## config.mk

```make
export PLATFORM = sky130hd
export DESIGN_NAME = msi_arbiter
export DESIGN_NICKNAME = d
export VERILOG_FILES = /design/src/rtl/msi_arb_pkg.sv /design/src/rtl/msi_arbiter_rr_picker.sv /design/src/rtl/msi_arbiter.sv
export SDC_FILE = /design/constraint.sdc
export NUM_CORES = 1
export LEC_CHECK = 0
export ABC_AREA = 1
export CAP_MARGIN = 0
export CORE_MARGIN = 10
export CORE_UTILIZATION = 49
export CTS_BUF_LIST = sky130_fd_sc_hd__clkbuf_16
export DETAILED_ROUTE_END_ITERATION = 16
export PLACE_DENSITY = 0.83
export SLEW_MARGIN = 20
export SYNTH_ARGS = -nofsm -noshare
export SYNTH_HDL_FRONTEND = slang
export SYNTH_SLANG_ARGS = --single-unit
```

## constraint.sdc

```tcl
create_clock -name clk_i -period 5.29 [get_ports clk_i]
set_input_delay 1.587 -clock clk_i [delete_from_list [all_inputs] [get_ports clk_i]]
set_output_delay 1.587 -clock clk_i [all_outputs]
set_load 0.005 [all_outputs]
```

## src/rtl/msi_arb_pkg.sv

```systemverilog
// -----------------------------------------------------------------------------
// msi_arb_pkg
// Shared definitions for the MSI arbiter: the build configuration (requester
// count and IRQ code width), the holding-slot record and the round-robin
// index type. The slot and index types are sized from this configuration.
// The module parameters of msi_arbiter default to these values and must
// agree with them.
// -----------------------------------------------------------------------------
package msi_arb_pkg;

   localparam int ARB_SRC_NUM_POW = 2;
   localparam int ARB_IRQ_NUM_POW = 4;

   // Number of requesters for a given log2 count.
   function automatic int src_num(input int pow);
      return 1 << pow;
   endfunction

   localparam int ARB_SRC_NUM = src_num(ARB_SRC_NUM_POW);

   // Round-robin pointer / grant index.
   typedef logic [ARB_SRC_NUM_POW-1:0] rr_idx_t;

   // One-entry holding slot per requester.
   typedef struct packed {
      logic                       vld;
      logic [ARB_IRQ_NUM_POW-1:0] code;
   } slot_t;

endpackage

```

## src/rtl/msi_arbiter_rr_picker.sv

```systemverilog
// -----------------------------------------------------------------------------
// rr_picker
// Purely combinational round-robin selector. Picks the first set bit of the
// eligible vector starting at rr_ptr_i and wrapping around.
//
// Ports:
//   elig_i    in   SRC_NUM      eligible sources
//   rr_ptr_i  in   SRC_NUM_POW  index with highest priority this cycle
//   gnt_o     out  SRC_NUM_POW  granted index (valid when gnt_vld_o)
//   gnt_vld_o out  1            at least one source is eligible
// -----------------------------------------------------------------------------
module rr_picker
   import msi_arb_pkg::*;
#(
   parameter int SRC_NUM_POW = ARB_SRC_NUM_POW
) (
   input  logic [src_num(SRC_NUM_POW)-1:0] elig_i,
   input  logic [SRC_NUM_POW-1:0]          rr_ptr_i,
   output logic [SRC_NUM_POW-1:0]          gnt_o,
   output logic                            gnt_vld_o
);

   localparam int SRC_NUM = src_num(SRC_NUM_POW);

   logic [2*SRC_NUM-1:0]   dbl;
   logic [SRC_NUM-1:0]     rot;
   logic [SRC_NUM_POW-1:0] off;

   // Rotating a doubled copy right by rr_ptr_i puts index rr_ptr_i at bit 0,
   // so a plain lowest-bit priority encode yields the distance from rr_ptr_i.
   always_comb begin
      // NOTE: every signal gets a value before any branch, so no latch can be inferred.
      dbl = {elig_i, elig_i} >> rr_ptr_i;
      rot = dbl[SRC_NUM-1:0];
      off = '0;
      for (int i = SRC_NUM - 1; i >= 0; i--) begin
         if (rot[i]) off = SRC_NUM_POW'(i);
      end
      // Sum wraps naturally in SRC_NUM_POW bits (modulo SRC_NUM).
      gnt_o     = rr_ptr_i + off;
      gnt_vld_o = |elig_i;
   end

endmodule

```

## src/rtl/msi_arbiter.sv

```systemverilog
// -----------------------------------------------------------------------------
// msi_arbiter
// Shares the single MSI injection port of the tile interrupt adapter between
// SRC_NUM requesters. Each requester owns a one-entry holding slot filled
// through a req/ack handshake; a round-robin scheduler drains the slots at up
// to one MSI per cycle. A slot drained in a cycle can be refilled in the same
// cycle, so a single source can sustain one MSI per cycle.
//
// Ports:
//   clk_i        in   1                      clock
//   rst_i        in   1                      synchronous reset, active-high
//   src_en_bi    in   SRC_NUM                per-source enable
//   src_req_bi   in   SRC_NUM                per-source request, held until acked
//   src_code_bi  in   SRC_NUM*IRQ_NUM_POW    flattened codes, source i at [i*W +: W]
//   src_ack_bo   out  SRC_NUM                per-source accept (combinational)
//   pause_i      in   1                      suppress grants; slots still fill
//   msi_req_o    out  1                      registered one-cycle MSI pulse
//   msi_code_bo  out  IRQ_NUM_POW            registered code for msi_req_o
//   pend_bo      out  SRC_NUM                registered slot valid bits
// -----------------------------------------------------------------------------
module msi_arbiter
   import msi_arb_pkg::*;
#(
   parameter int SRC_NUM_POW = ARB_SRC_NUM_POW,
   parameter int IRQ_NUM_POW = ARB_IRQ_NUM_POW
) (
   input  logic                                      clk_i,
   input  logic                                      rst_i,
   input  logic [src_num(SRC_NUM_POW)-1:0]           src_en_bi,
   input  logic [src_num(SRC_NUM_POW)-1:0]           src_req_bi,
   input  logic [src_num(SRC_NUM_POW)*IRQ_NUM_POW-1:0] src_code_bi,
   output logic [src_num(SRC_NUM_POW)-1:0]           src_ack_bo,
   input  logic                                      pause_i,
   output logic                                      msi_req_o,
   output logic [IRQ_NUM_POW-1:0]                    msi_code_bo,
   output logic [src_num(SRC_NUM_POW)-1:0]           pend_bo
);

   localparam int SRC_NUM = src_num(SRC_NUM_POW);

   // Registered state
   slot_t                  slot_q [SRC_NUM];
   slot_t                  slot_d [SRC_NUM];
   rr_idx_t                rr_ptr_q, rr_ptr_d;
   logic                   msi_req_q, msi_req_d;
   logic [IRQ_NUM_POW-1:0] msi_code_q, msi_code_d;
   logic [SRC_NUM-1:0]     pend_q, pend_d;

   // Combinational scheduling signals
   logic [SRC_NUM-1:0]     vld;
   logic [SRC_NUM-1:0]     elig;
   logic [SRC_NUM-1:0]     gnt_oh;
   logic [SRC_NUM-1:0]     ack;
   rr_idx_t                gnt;
   logic                   gnt_vld;

   always_comb begin
      vld = '0;
      for (int i = 0; i < SRC_NUM; i++) vld[i] = slot_q[i].vld;
      // A disabled slot keeps its entry but is never offered to the picker.
      elig = vld & src_en_bi & {SRC_NUM{!pause_i}};
   end

   rr_picker #(
      .SRC_NUM_POW (SRC_NUM_POW)
   ) u_rr_picker (
      .elig_i    (elig),
      .rr_ptr_i  (rr_ptr_q),
      .gnt_o     (gnt),
      .gnt_vld_o (gnt_vld)
   );

   // Accept into an empty slot, or into the slot being drained this cycle.
   always_comb begin
      gnt_oh = '0;
      if (gnt_vld) gnt_oh[gnt] = 1'b1;
      ack = rst_i ? '0 : (src_req_bi & src_en_bi & (~vld | gnt_oh));
   end

   always_comb begin
      slot_d     = slot_q;
      rr_ptr_d   = rr_ptr_q;
      msi_req_d  = gnt_vld;
      msi_code_d = '0;
      pend_d     = '0;

      if (gnt_vld) begin
         msi_code_d       = slot_q[gnt].code;
         slot_d[gnt].vld  = 1'b0;
         rr_ptr_d         = gnt + rr_idx_t'(1);
      end

      // Applied after the grant clear so a same-cycle refill wins.
      for (int i = 0; i < SRC_NUM; i++) begin
         if (ack[i]) begin
            slot_d[i].vld  = 1'b1;
            slot_d[i].code = src_code_bi[i*IRQ_NUM_POW +: IRQ_NUM_POW];
         end
         pend_d[i] = slot_d[i].vld;
      end
   end

   always_ff @(posedge clk_i) begin
      if (rst_i) begin
         // NOTE: the slot array is a handful of flops, not RAM, so it is reset
         // explicitly; a stale valid bit would otherwise emit a phantom MSI.
         for (int i = 0; i < SRC_NUM; i++) slot_q[i] <= '0;
         rr_ptr_q   <= '0;
         msi_req_q  <= 1'b0;
         msi_code_q <= '0;
         pend_q     <= '0;
      end else begin
         // NOTE: non-blocking assignments so every flop samples pre-edge values.
         slot_q     <= slot_d;
         rr_ptr_q   <= rr_ptr_d;
         msi_req_q  <= msi_req_d;
         msi_code_q <= msi_code_d;
         pend_q     <= pend_d;
      end
   end

   assign src_ack_bo  = ack;
   assign msi_req_o   = msi_req_q;
   assign msi_code_bo = msi_code_q;
   assign pend_bo     = pend_q;

endmodule

```

==> impl_results.md, run 1 <==
* Seq/Total Area, Yosys at about 34%
* Number of vias in the routed layout at about 1700
* Detailed router's first-iteration violation count at between 100 and 150
* Average detailed-routed wire length per instance at between 15 and 20 um
* Power density over cell area at approximately 370 nW/um2
* Area of the core at 3103 um2
* Chain of cells forming the critical path: dlygate4sd2_1 > nand3_4 > nand2_4 > nand2_2 > nand2_1 > nand2_2 > a31oi_4 > nor2_4 > buf_4 > ha_1 > nor2_4 > buf_4 > nand2_4 > nand2_4 > nand2_2 > inv_1 > clkdlybuf4s15_2
* Slowest cell on the critical path: sky130_fd_sc_hd__ha_1
* Cells after synthesis at ~220
* Count of flip-flops with a built-in enable after synthesis at 0
* Max-capacitance violation count at 0
* Starting density of the core at roughly half
* Number of antenna cells inserted at 0
* Number of buffers created by CTS at 3
* Outcome: complete, but fails checks
* Number of nets with antenna violations after detailed routing at 0
* Post-layout nets at approximately 310
* I/O pin cnt at 40
* Data required time of the worst path at approximately 3700 ps
* GPL Wtd Cong at 0.9346
* Via density per instance at roughly 5.2
* Worst Tran Pin Value at roughly 500 ps
* Final setup margin at -44.17 ps
* Violations in the final reports: setup timing
* Area post-placement at ~2100 um2
* Path type of the worst min-delay path: reg2reg
* Most numerous cell in the Yosys netlist: sky130_fd_sc_hd__nand2_1
* Buffers from clock root to sink, at most at 2
* FMAX at roughly 190 MHz
* Top cells by count, synth: sky130_fd_sc_hd__nand2_1, sky130_fd_sc_hd__dfxtp_1, sky130_fd_sc_hd__nor2_1
* Register bit total from synthesis at 27
* CTS tree: built
* Post-DP HPWL at between 3000 and 4000 um
* Leading post-synthesis cells by cell area: sky130_fd_sc_hd__dfxtp_1, sky130_fd_sc_hd__nand2_1, sky130_fd_sc_hd__nand2_4
* Prevailing post-synth register cell: sky130_fd_sc_hd__dfxtp_1
* Final hold violation count at 0
* Number of global-route vias before repair at 1689
* CTS H-tree depth at 1
* Final clock period utilization by the worst path at 100.8%
* Max transition margin at around two thirds
* Type of destination of the critical path: output port
* Count of final max-slew check failures at 0
* Async SR Flop Fraction at 0%
* Avg Inst Size Synth at between 7 and 8 um2
* Number of different library cells in the post-synthesis netlist at 24
* Global-route usage over all layers at 15.47%
* Element type at the critical path start: input port
* Static leakage at between 0.001 and 0.0015 uW
* Layout overhead on the synthesized area at 50.97%
* First-pass GRT wire length at between 7000 and 8000 um
* Maximum number of pins on one net before global-route repair at 17
* Initial antenna violation count at 0
* Total overflow reported by the global router at 0
* Placement row count at 20
* Critical-path maximum fanout at 3
* Fraction of synthesized cell area taken by the top area cell type at 33.57%
* Synth warn at 0
* Net count after synthesis at roughly 250
* Critical path type: in2out
* FF+latch area at about 540 um2
* Clock root buffer: sky130_fd_sc_hd__clkbuf_16
* Sink count of the clock tree at 27
* Fraction of final layout cells sized beyond drive strength 1 at a little over a third
* Detailed-route wire length at around 5300 um
* Post-route design area at ~2400 um2
* WP data arrival at around 3800 ps
* Die extent in y at between 70 and 80 um
* Peak VDD IR at ~0.00026 V
* Final count of negative-setup-slack endpoints at 3
* Worst Skew at between 5 and 6 ps
* Power Total at slightly above 900 uW
* Full die area at between 5000 and 6000 um2
* Crit path time final at 5334 ps
* Insertion delay to the later sink of the worst-skew pair at roughly 270 ps
* Die width at between 70 and 80 um
* Fill cell count at around 230
* Netlist area before placement at between 1500 and 2000 um2
* Multi-input gate area at between 900 and 1000 um2
* Clock-pin slew reported for the worst setup and hold paths after clock tree synthesis at about 70 ps
* Drt first pass iters at 4
* Leading area contributor after synthesis: sky130_fd_sc_hd__dfxtp_1
* Number of I/O port buffers at 39
* Crit-path max cell delay at 310 ps
* DRC violations left at 0
[registers in the layout (all words and copies together) (netlist names)]
name / count
msi_req_o: 1
slot_q: 17
msi_code_bo: 4
pend_bo: 3
rr_ptr_q: 2
[worst paths after layout]
| path | start | end | slack (ps) | cells after the start |
|---|---|---|---|---|
| setup / recovery | src_en_bi[0] | src_ack_bo[2] | -40 | 17 |
| hold / removal | slot_q[15]$_SDFFE_PP0P_ | slot_q[15]$_SDFFE_PP0P_ | 480 | 2 |
| setup reg to reg | rr_ptr_q[0]$_SDFFE_PP0N_ | msi_code_bo[3]$_SDFF_PP0_ | 2290 | 17 |
| hold reg to reg | slot_q[15]$_SDFFE_PP0P_ | slot_q[15]$_SDFFE_PP0P_ | 480 | 2 |
[where the power goes]
part	switching (uW)	internal [uW]	total, uW	leakage (uW)
combinational	254	228	482	0.000919
sequential	23.8	222	246	0.000221
clock	77.3	103	180	0.0000371
total	355	553	908	0.00118
[kinds of logic (layout without fill, tap and decap cells)]
| group | after synthesis | count (layout) | share of synthesized area (%) |
|---|---|---|---|
| AO/OA/AOI/OAI | 23 | 23 | 7.460 |
| AND/OR/NAND/NOR | 112 | 112 | 38.23 |
| multiplexers | 8 | 8 | 5.595 |
| buffers and inverters | 44 | 109 | 13.05 |
| adder cells (fa/ha/maj) | 2 | 2 | 1.554 |
| flip-flops | 27 | 27 | 33.57 |
| XOR/XNOR | 1 | 1 | 0.5440 |
[cell usage in the layout (no fill, tap or decap), types with 2 or more instances in the layout]
master / Yosys / routed
sky130_fd_sc_hd__o21ai_1: 8 / 8
sky130_fd_sc_hd__nand3_4: 1 / 5
sky130_fd_sc_hd__nand3_1: 20 / 18
sky130_fd_sc_hd__nand2_1: 37 / 28
sky130_fd_sc_hd__o21ai_0: 4 / 4
sky130_fd_sc_hd__mux2_2: 8 / 8
sky130_fd_sc_hd__clkbuf_16: 0 / 3
sky130_fd_sc_hd__nor2_1: 26 / 25
sky130_fd_sc_hd__clkdlybuf4s50_1: 0 / 30
sky130_fd_sc_hd__a21oi_1: 8 / 8
sky130_fd_sc_hd__nor2_4: 0 / 2
sky130_fd_sc_hd__dlygate4sd2_1: 0 / 3
sky130_fd_sc_hd__inv_2: 9 / 9
sky130_fd_sc_hd__dfxtp_1: 27 / 27
sky130_fd_sc_hd__inv_1: 23 / 22
sky130_fd_sc_hd__nand3_2: 6 / 4
sky130_fd_sc_hd__nand2_2: 9 / 16
sky130_fd_sc_hd__buf_4: 10 / 33
sky130_fd_sc_hd__clkdlybuf4s15_1: 0 / 3
sky130_fd_sc_hd__nand2_4: 10 / 12
[worst max-delay path, delay by kind of cell]
kind,cells,cell delay [ps]
AO/OA/AOI/OAI,1,210
AND/OR/NAND/NOR,10,870
adder cells (fa/ha/maj),1,310
buffers and inverters,5,780
[repair_timing]
item | in CTS | in global routing
setup buffers | 13 | 4
hold buffers | 0 | 0
endpoints found under the setup margin | 4 | 4
pin swaps | 11 | 8
gates resized for setup | 32 | 17
[routing by layer]
metal,wire (um),vias to the layer above,GRT usage (%)
met2,2578,89,28.51
met4,252,0,5.657
met3,365,19,3.963
met1,2125,777,16.47
met5,0,-,0
li1,-,806,-
[final cells by class]
class                           instances  share of cell area [%]
Clock inverter                          1                  0.3088
Clock buffer                            3                   3.088
Multi-Input combinational cell        146                   40.76
Sequential cell                        27                   22.23
Timing Repair Buffer                   73                   26.20
Inverter                               32                   5.147
Tap cell                               44                   2.265
[through the flow]
stage	worst slack, ps	hold WS [ps]	instances	utilization (%)	TNS, ps
floorplan	376.0	435.8	217	-	0
global placement	-473.9	447.2	306	67.70	-1793
detailed placement	-559.6	452.4	306	67.70	-2121
CTS	44.45	469.1	322	75.65	0
global route	-121.6	516.5	326	78.35	-354.8
finish	-44.17	483.9	326	78.35	-82.09
(Power assumes the default switching activity.)
==> run 2, diff against run 1 <==
--- a/config.mk
+++ b/config.mk
@@ -12,7 +12,7 @@
 export CTS_BUF_LIST = sky130_fd_sc_hd__clkbuf_16
 export DETAILED_ROUTE_END_ITERATION = 16
 export PLACE_DENSITY = 0.83
-export SLEW_MARGIN = 20
 export SYNTH_ARGS = -nofsm -noshare
 export SYNTH_HDL_FRONTEND = slang
+export SYNTH_HIERARCHICAL = 1
 export SYNTH_SLANG_ARGS = --single-unit
==> impl_results.md, run 2 <==
* Count of flip-flops with a built-in enable after synthesis at 0 (unchanged)
* Placement row count at 20 (unchanged)
* Net count after synthesis at 278 (+13%)
* Final clock period utilization by the worst path at 99.34% (-1.5 points)
* Maximum number of pins on one net before global-route repair at 16 (-1)
* Flip-flop count of the largest register, all copies and words added at 17 (unchanged)
* Number of antenna cells inserted at 0 (unchanged)
* Seq/Total Area, Yosys at 34.23% (+0.66 points)
* Detailed router's first-iteration violation count at 203 (+48%)
* Global-route track usage on met2 at 25.97% (-2.5 points)
* Synth warn at 6 (+6)
* Number of vias in the routed layout at 1784 (+5.5%)
* Total placed cells including tap cells at 336 (+9.8%)
* Adder-cell share of the synthesized area at 3.962% (+2.4 points)
* Global-route usage over all layers at 15.93% (+0.46 points)
* Power density over cell area at 299.7 nW/um2 (-20%)
* Final hold slack at 488.5 ps (+4.618 ps)
* CTS tree: built
* Hold Buf Count CTS at 0 (unchanged)
* Worst Tran Pin Value at 403.9 ps (-90.99 ps)
* Register bit total from synthesis at 27 (unchanged)
* Max transition margin at 73.04% (+6.1 points)
* GPL Wtd Cong at 0.8699 (-6.9%)
* GRT busiest layer: met2
* Detailed-route wire length at 5008 um (-5.9%)
* Most numerous cell in the Yosys netlist: sky130_fd_sc_hd__nand2_1
* Post-layout utilization of the core at 76.22% (-2.1 points)
* Outcome: finished, final reports clean
* Leading area contributor after synthesis: sky130_fd_sc_hd__dfxtp_1
* Drt first pass iters at 5 (+1)
* Post-DP HPWL at 3034 um (-5.2%)
* Number of I/O port buffers at 39 (unchanged)
* Final count of negative-setup-slack endpoints at 0 (-3)
* Slowest cell on the critical path: sky130_fd_sc_hd__xor2_2
* Critical path type: in2out
* Met3 usage at 4.196% (+0.23 points)
* Worst Skew at 5.519 ps (+0.2931 ps)
* First-pass GRT wire length at 7866 um (+0.36%)
* Element type at the critical path start: input port
* FMAX at 190.3 MHz (+1.5%)
* Count of final max-slew check failures at 0 (unchanged)
* Fraction of the mapped netlist area in simple logic gates at 37.40% (-0.83 points)
* Fraction of final layout cells sized beyond drive strength 1 at 29.90% (-6.3 points)
* I/O pin cnt at 40 (unchanged)
* Area fraction in compound gates after synthesis at 8.082% (+0.62 points)
* Avg Inst Size Synth at 6.419 um2 (-14%)
* Final setup margin at 34.69 ps (+78.86 ps)
* Fraction of synthesized cell area taken by the top area cell type at 34.23% (+0.66 points)
* Max-capacitance violation count at 0 (unchanged)
* Insertion delay to the later sink of the worst-skew pair at 270 ps (about the same)
* Worst R2R Start: rr_ptr_q[0]$_SDFFE_PP0P_
* Post-route insts no fill at 345 (+5.8%)
* Number of nets with antenna violations after detailed routing at 0 (unchanged)
* Delay-heaviest family, CP: simple AND/OR/NAND/NOR gates
* Largest register by flop count: slot_q
* Number of global-route vias before repair at 1800 (+6.6%)
* Chain of cells forming the critical path: buf_2 > nand2_2 > nor2_4 > nand2_2 > nand3_2 > nand3_2 > a21boi_2 > ha_2 > xor2_2 > inv_1 > nand3_2 > nand2_4 > buf_6 > ha_4 > nand2_4 > nand2_2 > inv_2 > nor2_4 > buf_2
* Fill cell count at 218 (-3.5%)
* Post-layout nets at 334 (+7.1%)
* Die width at 76.77 um (-0.72%)
* WP data arrival at 3670 ps (-80 ps)
* DRC violations left at 0 (unchanged)
* Combinational family with the most area after synthesis: simple AND/OR/NAND/NOR gates
* Netlist area before placement at 1579 um2 (-1.9%)
* Buffers plus inverters on the worst setup path at 5 (unchanged)
* Crit-path max cell delay at 220 ps (-90 ps)
* Path type of the worst min-delay path: reg2reg
* CTS H-tree depth at 1 (unchanged)
* Prevailing post-synth register cell: sky130_fd_sc_hd__dfxtp_1
* Final hold violation count at 0 (unchanged)
* Number of buffers created by CTS at 3 (unchanged)
* Total overflow reported by the global router at 0 (unchanged)
* Crit path from: src_en_bi[2]
* Post-synthesis share of cell area spent on xor and xnor gates at 0.5547% (+0.011 points)
* Die extent in y at 76.77 um (-0.72%)
* Cells after synthesis at 246 (+13%)
* Full die area at 5893 um2 (-1.4%)
* Buffers from clock root to sink, at most at 2 (unchanged)
* Clock-pin slew reported for the worst setup and hold paths after clock tree synthesis at 70 ps (about the same)
* Average detailed-routed wire length per instance at 14.52 um (-11%)
* Static leakage at 0.001129 uW (-4.1%)
* Top cells by count, synth: sky130_fd_sc_hd__nand2_1, sky130_fd_sc_hd__inv_1, sky130_fd_sc_hd__nand3_1
* Share of synthesized area spent on multiplexers at 0% (-5.6 points)
* Async SR Flop Fraction at 0% (unchanged)
* Most common cell after layout, fill and taps aside: sky130_fd_sc_hd__nand2_1
* Sink count of the clock tree at 27 (unchanged)
* Crit path time final at 5255 ps (-78.86 ps)
* Clock root buffer: sky130_fd_sc_hd__clkbuf_16
* Starting density of the core at 51.30% (-0.59 points)
* Commonest non-fill, non-tap cells in the layout: sky130_fd_sc_hd__nand2_1, sky130_fd_sc_hd__inv_1, sky130_fd_sc_hd__clkdlybuf4s50_1, sky130_fd_sc_hd__dfxtp_1
* Via density per instance at 5.171 (-0.31%)
* Place WS at -662.1 ps (-102.5 ps)
* Leading post-synthesis cells by cell area: sky130_fd_sc_hd__dfxtp_1, sky130_fd_sc_hd__nand2_1, sky130_fd_sc_hd__nand3_1
* Layout overhead on the synthesized area at 48.57%
* Power Total at 703.1 uW (-23%)
* Worst hold start: slot_q[8]$_SDFFE_PP0P_
* Area of the core at 3078 um2 (-0.81%)
* Met1 demand-to-capacity share in global routing at 17.45% (+0.98 points)
* Number of different library cells in the post-synthesis netlist at 20 (-17%)
* Peak VDD IR at 0.0001451 V (-44%)
* Initial antenna violation count at 0 (unchanged)
* Critical-path maximum fanout at 3 (unchanged)
* Data required time of the worst path at 3700 ps (about the same)
* Type of destination of the critical path: output port
run 2: cell types whose count changed in the layout (fill, tap and decap cells not counted), moves of 6 or more:
cell | before | now
sky130_fd_sc_hd__buf_4 | 33 | 23
sky130_fd_sc_hd__a21oi_1 | 8 | 21
sky130_fd_sc_hd__mux2_2 | 8 | 0
sky130_fd_sc_hd__nand2_4 | 12 | 3
sky130_fd_sc_hd__nor2_1 | 25 | 17
sky130_fd_sc_hd__nand2_1 | 28 | 52
sky130_fd_sc_hd__buf_2 | 1 | 7
sky130_fd_sc_hd__inv_1 | 22 | 36
sky130_fd_sc_hd__o21ai_1 | 8 | 0
run 2: final cells by class:
type	count	area, um2	share of cell area (%)
clock buffers	3	75.07	3.200
inverters	42	160.2	6.827
flip-flops and latches	27	540.5	23.04
clock inverters	1	3.754	0.1600
multi-input cells	165	975.9	41.60
repair buffers	63	535.5	22.83
well taps	44	55.05	2.347
run 2: repair_timing:
action / in CTS / in global routing
gates resized for setup: 60 / 31
pin swaps: 26 / 10
setup buffers: 3 / 2
setup endpoints to repair: 4 / 4
gates cloned: 0 / 0
run 2: path summary, 6_finish.rpt:
path,depth (start not counted),slack [ps],end
hold / removal,2,490,slot_q[8]$_SDFFE_PP0P_
setup / recovery,19,30,src_ack_bo[3]
setup reg to reg,21,2390,slot_q[2]$_SDFFE_PP0P_
hold reg to reg,2,490,slot_q[8]$_SDFFE_PP0P_
run 2: per-stage QoR:
| stage | setup TNS [ps] | instance area, um2 |
|---|---|---|
| 4_1_cts | 0 | 2272 |
| 2_1_floorplan | 0 | 1579 |
| 3_5_place_dp | -2574 | 2076 |
| 3_3_place_gp | -2249 | 2076 |
| 6_report | 0 | 2346 |
| 5_1_grt | -48.65 | 2346 |
run 2: logic make-up (layout without fill, tap and decap cells):
family                   Yosys count  count (layout)
adder cells (fa/ha/maj)            5               5
buffers and inverters             54             109
AO/OA/AOI/OAI                     25              25
AND/OR/NAND/NOR                  134             134
flip-flops                        27              27
XOR/XNOR                           1               1
run 2: report_power, final:
group          internal, uW  total, uW  switching [uW]
registers               217        229            12.4
clock network           101        175            73.9
logic                   137        299             162
run 2: worst min-delay path, cell delays in order, from the launching register on:
cell                      delay, ps
sky130_fd_sc_hd__dfxtp_1        330
sky130_fd_sc_hd__a21oi_1         40
sky130_fd_sc_hd__nor2_1          80
run 2: per-layer routing:
layer	up-vias	share of wire (%)
li1	857	-
met1	791	39
met2	105	48
met3	31	7.1
met4	0	5.5
met5	-	0
==> run 3, diff against run 2 <==
--- a/config.mk
+++ b/config.mk
@@ -7,11 +7,13 @@
 export LEC_CHECK = 0
 export ABC_AREA = 1
 export CAP_MARGIN = 0
+export CELL_PAD_IN_SITES_DETAIL_PLACEMENT = 1
+export CELL_PAD_IN_SITES_GLOBAL_PLACEMENT = 1
 export CORE_MARGIN = 10
-export CORE_UTILIZATION = 49
+export CORE_UTILIZATION = 33
 export CTS_BUF_LIST = sky130_fd_sc_hd__clkbuf_16
 export DETAILED_ROUTE_END_ITERATION = 16
-export PLACE_DENSITY = 0.83
+export PLACE_DENSITY = 0.81
 export SYNTH_ARGS = -nofsm -noshare
 export SYNTH_HDL_FRONTEND = slang
 export SYNTH_HIERARCHICAL = 1
==> impl_results.md, run 3 (synthesis results as in run 2) <==
* Outcome: finished, final reports clean
* CTS H-tree depth at 1 (unchanged)
* Initial antenna violation count at 0 (unchanged)
* Final hold violation count at 0 (unchanged)
* WP data arrival at 3600 ps (-70 ps)
* Post-route design area at 2422 um2 (+3.3%)
* Number of buffers created by CTS at 3 (unchanged)
* Area of the core at 4692 um2 (+52%)
* Element type at the critical path start: input port
* Flip-flop count of the largest register, all copies and words added at 17 (unchanged)
* Static leakage at 0.001139 uW (+0.87%)
* Critical path type: in2out
* DRC violations left at 0 (unchanged)
* Number of antenna cells inserted at 0 (unchanged)
* Commonest non-fill, non-tap cells in the layout: sky130_fd_sc_hd__nand2_1, sky130_fd_sc_hd__inv_1, sky130_fd_sc_hd__clkdlybuf4s50_1, sky130_fd_sc_hd__dfxtp_1
* Worst Tran Pin Value at 553.9 ps (+150.0 ps)
* Critical-path maximum fanout at 3 (unchanged)
* Post-layout utilization of the core at 51.63% (-25 points)
* Number of vias in the routed layout at 1715 (-3.9%)
* Maximum number of pins on one net before global-route repair at 16 (unchanged)
* Global-route usage over all layers at 12.79% (-3.1 points)
* Hold Buf Count CTS at 0 (unchanged)
* First-pass GRT wire length at 8197 um (+4.2%)
* Data required time of the worst path at 3700 ps (about the same)
* Worst Skew at 1.815 ps (-3.704 ps)
* I/O pin cnt at 40 (unchanged)
* Die width at 89.17 um (+16%)
* Path type of the worst min-delay path: reg2reg
* Final count of negative-setup-slack endpoints at 0 (unchanged)
* Clock root buffer: sky130_fd_sc_hd__clkbuf_16
* Post-layout nets at 332 (-0.60%)
* Peak VDD IR at 0.0001195 V (-18%)
* Setup repair after global routing missed its margin: true
* Final clock period utilization by the worst path at 98.08% (-1.3 points)
* Drt first pass iters at 4 (-1)
* Fraction of final layout cells sized beyond drive strength 1 at 31.10% (+1.2 points)
* Insertion delay to the later sink of the worst-skew pair at 270 ps (about the same)
* Area post-placement at 2073 um2 (-0.12%)
* GPL Wtd Cong at 0.8562 (-1.6%)
* Count of final max-slew check failures at 0 (unchanged)
* Type of destination of the critical path: output port
* Max transition margin at 62.96% (-10 points)
* Post-DP HPWL at 3466 um (+14%)
* Power density over cell area at 296.7 nW/um2 (-0.99%)
* Clock-pin slew reported for the worst setup and hold paths after clock tree synthesis at 70 ps (about the same)
* FMAX at 192.7 MHz (+1.3%)
* Largest register by flop count: slot_q
* Detailed router's first-iteration violation count at 57 (-72%)
* Total overflow reported by the global router at 0 (unchanged)
* Number of global-route vias before repair at 1873 (+4.1%)
* Sink count of the clock tree at 27 (unchanged)
* Buffers from clock root to sink, at most at 2 (unchanged)
* Final hold slack at 481.4 ps (-7.082 ps)
* Starting density of the core at 33.65% (-18 points)
* Crit path time final at 5189 ps (-66.63 ps)
* Fill cell count at 598 (+170%)
* Average detailed-routed wire length per instance at 15.41 um (+6.1%)
* CTS tree: built
* Most common cell after layout, fill and taps aside: sky130_fd_sc_hd__nand2_1
* Die extent in y at 89.17 um (+16%)
* Detailed-route wire length at 5438 um (+8.6%)
* Placement row count at 25 (+25%)
* Number of nets with antenna violations after detailed routing at 0 (unchanged)
* Layout overhead on the synthesized area at 53.41%
* Via density per instance at 4.858 (-6.0%)
* Number of I/O port buffers at 39 (unchanged)
* Full die area at 7951 um2 (+35%)
* Max-capacitance violation count at 0 (unchanged)
-- run 3: changes by cell type in the layout (fill, tap and decap cells not counted), moves of 2 or more --
cell                              delta
sky130_fd_sc_hd__nand3_2             +2
sky130_fd_sc_hd__buf_6               +2
sky130_fd_sc_hd__clkdlybuf4s15_2     +2
sky130_fd_sc_hd__buf_2               -5
sky130_fd_sc_hd__buf_4               -3
sky130_fd_sc_hd__nand3_1             -2
sky130_fd_sc_hd__buf_8               +2
-- run 3: critical path, cell delays in order --
cell and delay [ps]:
sky130_fd_sc_hd__buf_6 100, sky130_fd_sc_hd__nand2_2 70, sky130_fd_sc_hd__nor2_4 50, sky130_fd_sc_hd__nand2_2 80, sky130_fd_sc_hd__nand3_2 100, sky130_fd_sc_hd__nand2_2 80, sky130_fd_sc_hd__nand3_2 80, sky130_fd_sc_hd__a21boi_2 140
sky130_fd_sc_hd__ha_2 210, sky130_fd_sc_hd__xor2_2 220, sky130_fd_sc_hd__inv_1 80, sky130_fd_sc_hd__nand3_2 80, sky130_fd_sc_hd__nand2_4 70, sky130_fd_sc_hd__inv_4 70, sky130_fd_sc_hd__buf_6 110, sky130_fd_sc_hd__ha_4 120
sky130_fd_sc_hd__nand2_2 50, sky130_fd_sc_hd__nand2_2 80, sky130_fd_sc_hd__nand2_1 50, sky130_fd_sc_hd__inv_1 70, sky130_fd_sc_hd__buf_2 100
-- run 3: path summary, 6_finish.rpt --
| path | depth (start not counted) | startpoint | slack, ps | end |
|---|---|---|---|---|
| max | 21 | src_en_bi[3] | 100 | src_ack_bo[1] |
| min | 2 | slot_q[10]$_SDFFE_PP0P_ | 480 | slot_q[10]$_SDFFE_PP0P_ |
| max reg2reg | 20 | rr_ptr_q[0]$_SDFFE_PP0P_ | 2500 | slot_q[13]$_SDFFE_PP0P_ |
| min reg2reg | 2 | slot_q[10]$_SDFFE_PP0P_ | 480 | slot_q[10]$_SDFFE_PP0P_ |
-- run 3: layer usage --
layer | track usage (%) | share of wire, % | vias up
met5 | 0 | 0 | -
met4 | 5.491 | 2.8 | 0
li1 | - | - | 852
met3 | 2.279 | 3.5 | 14
met2 | 23.10 | 51 | 45
met1 | 14.27 | 42 | 804
-- run 3: final cells by class --
cell class,count,area (um2),share of cell area [%]
repair buffers,61,578.1,23.86
clock inverters,1,5.005,0.2066
multi-input cells,165,996.0,41.12
well taps,54,67.56,2.789
flip-flops and latches,27,540.5,22.31
inverters,42,160.2,6.612
clock buffers,3,75.07,3.099
-- run 3: repair_timing --
item                       4_1_cts  5_1_grt
resized for setup               53       52
setup endpoints to repair        4        4
cloned                           0        0
buffers inserted                 5        0
pin swaps                       20       19
-- run 3: through the flow --
step | total power, uW | std cells | TNS, ps | setup WS [ps]
floorplan | 359.0 | 246 | 0 | 293.4
global placement | 452.7 | 344 | -2506 | -647.3
detailed placement | 455.7 | 344 | -2732 | -722.4
CTS | 661.7 | 353 | -56.04 | -33.61
global route | 758.2 | 353 | -50.56 | -41.78
finish | 718.7 | 353 | 0 | 101.3
-- run 3: where the power goes --
part | total (uW) | internal [uW] | switching [uW]
Clock | 177 | 102 | 74.3
Sequential | 230 | 217 | 13.3
Combinational | 312 | 145 | 167
Total | 719 | 464 | 255
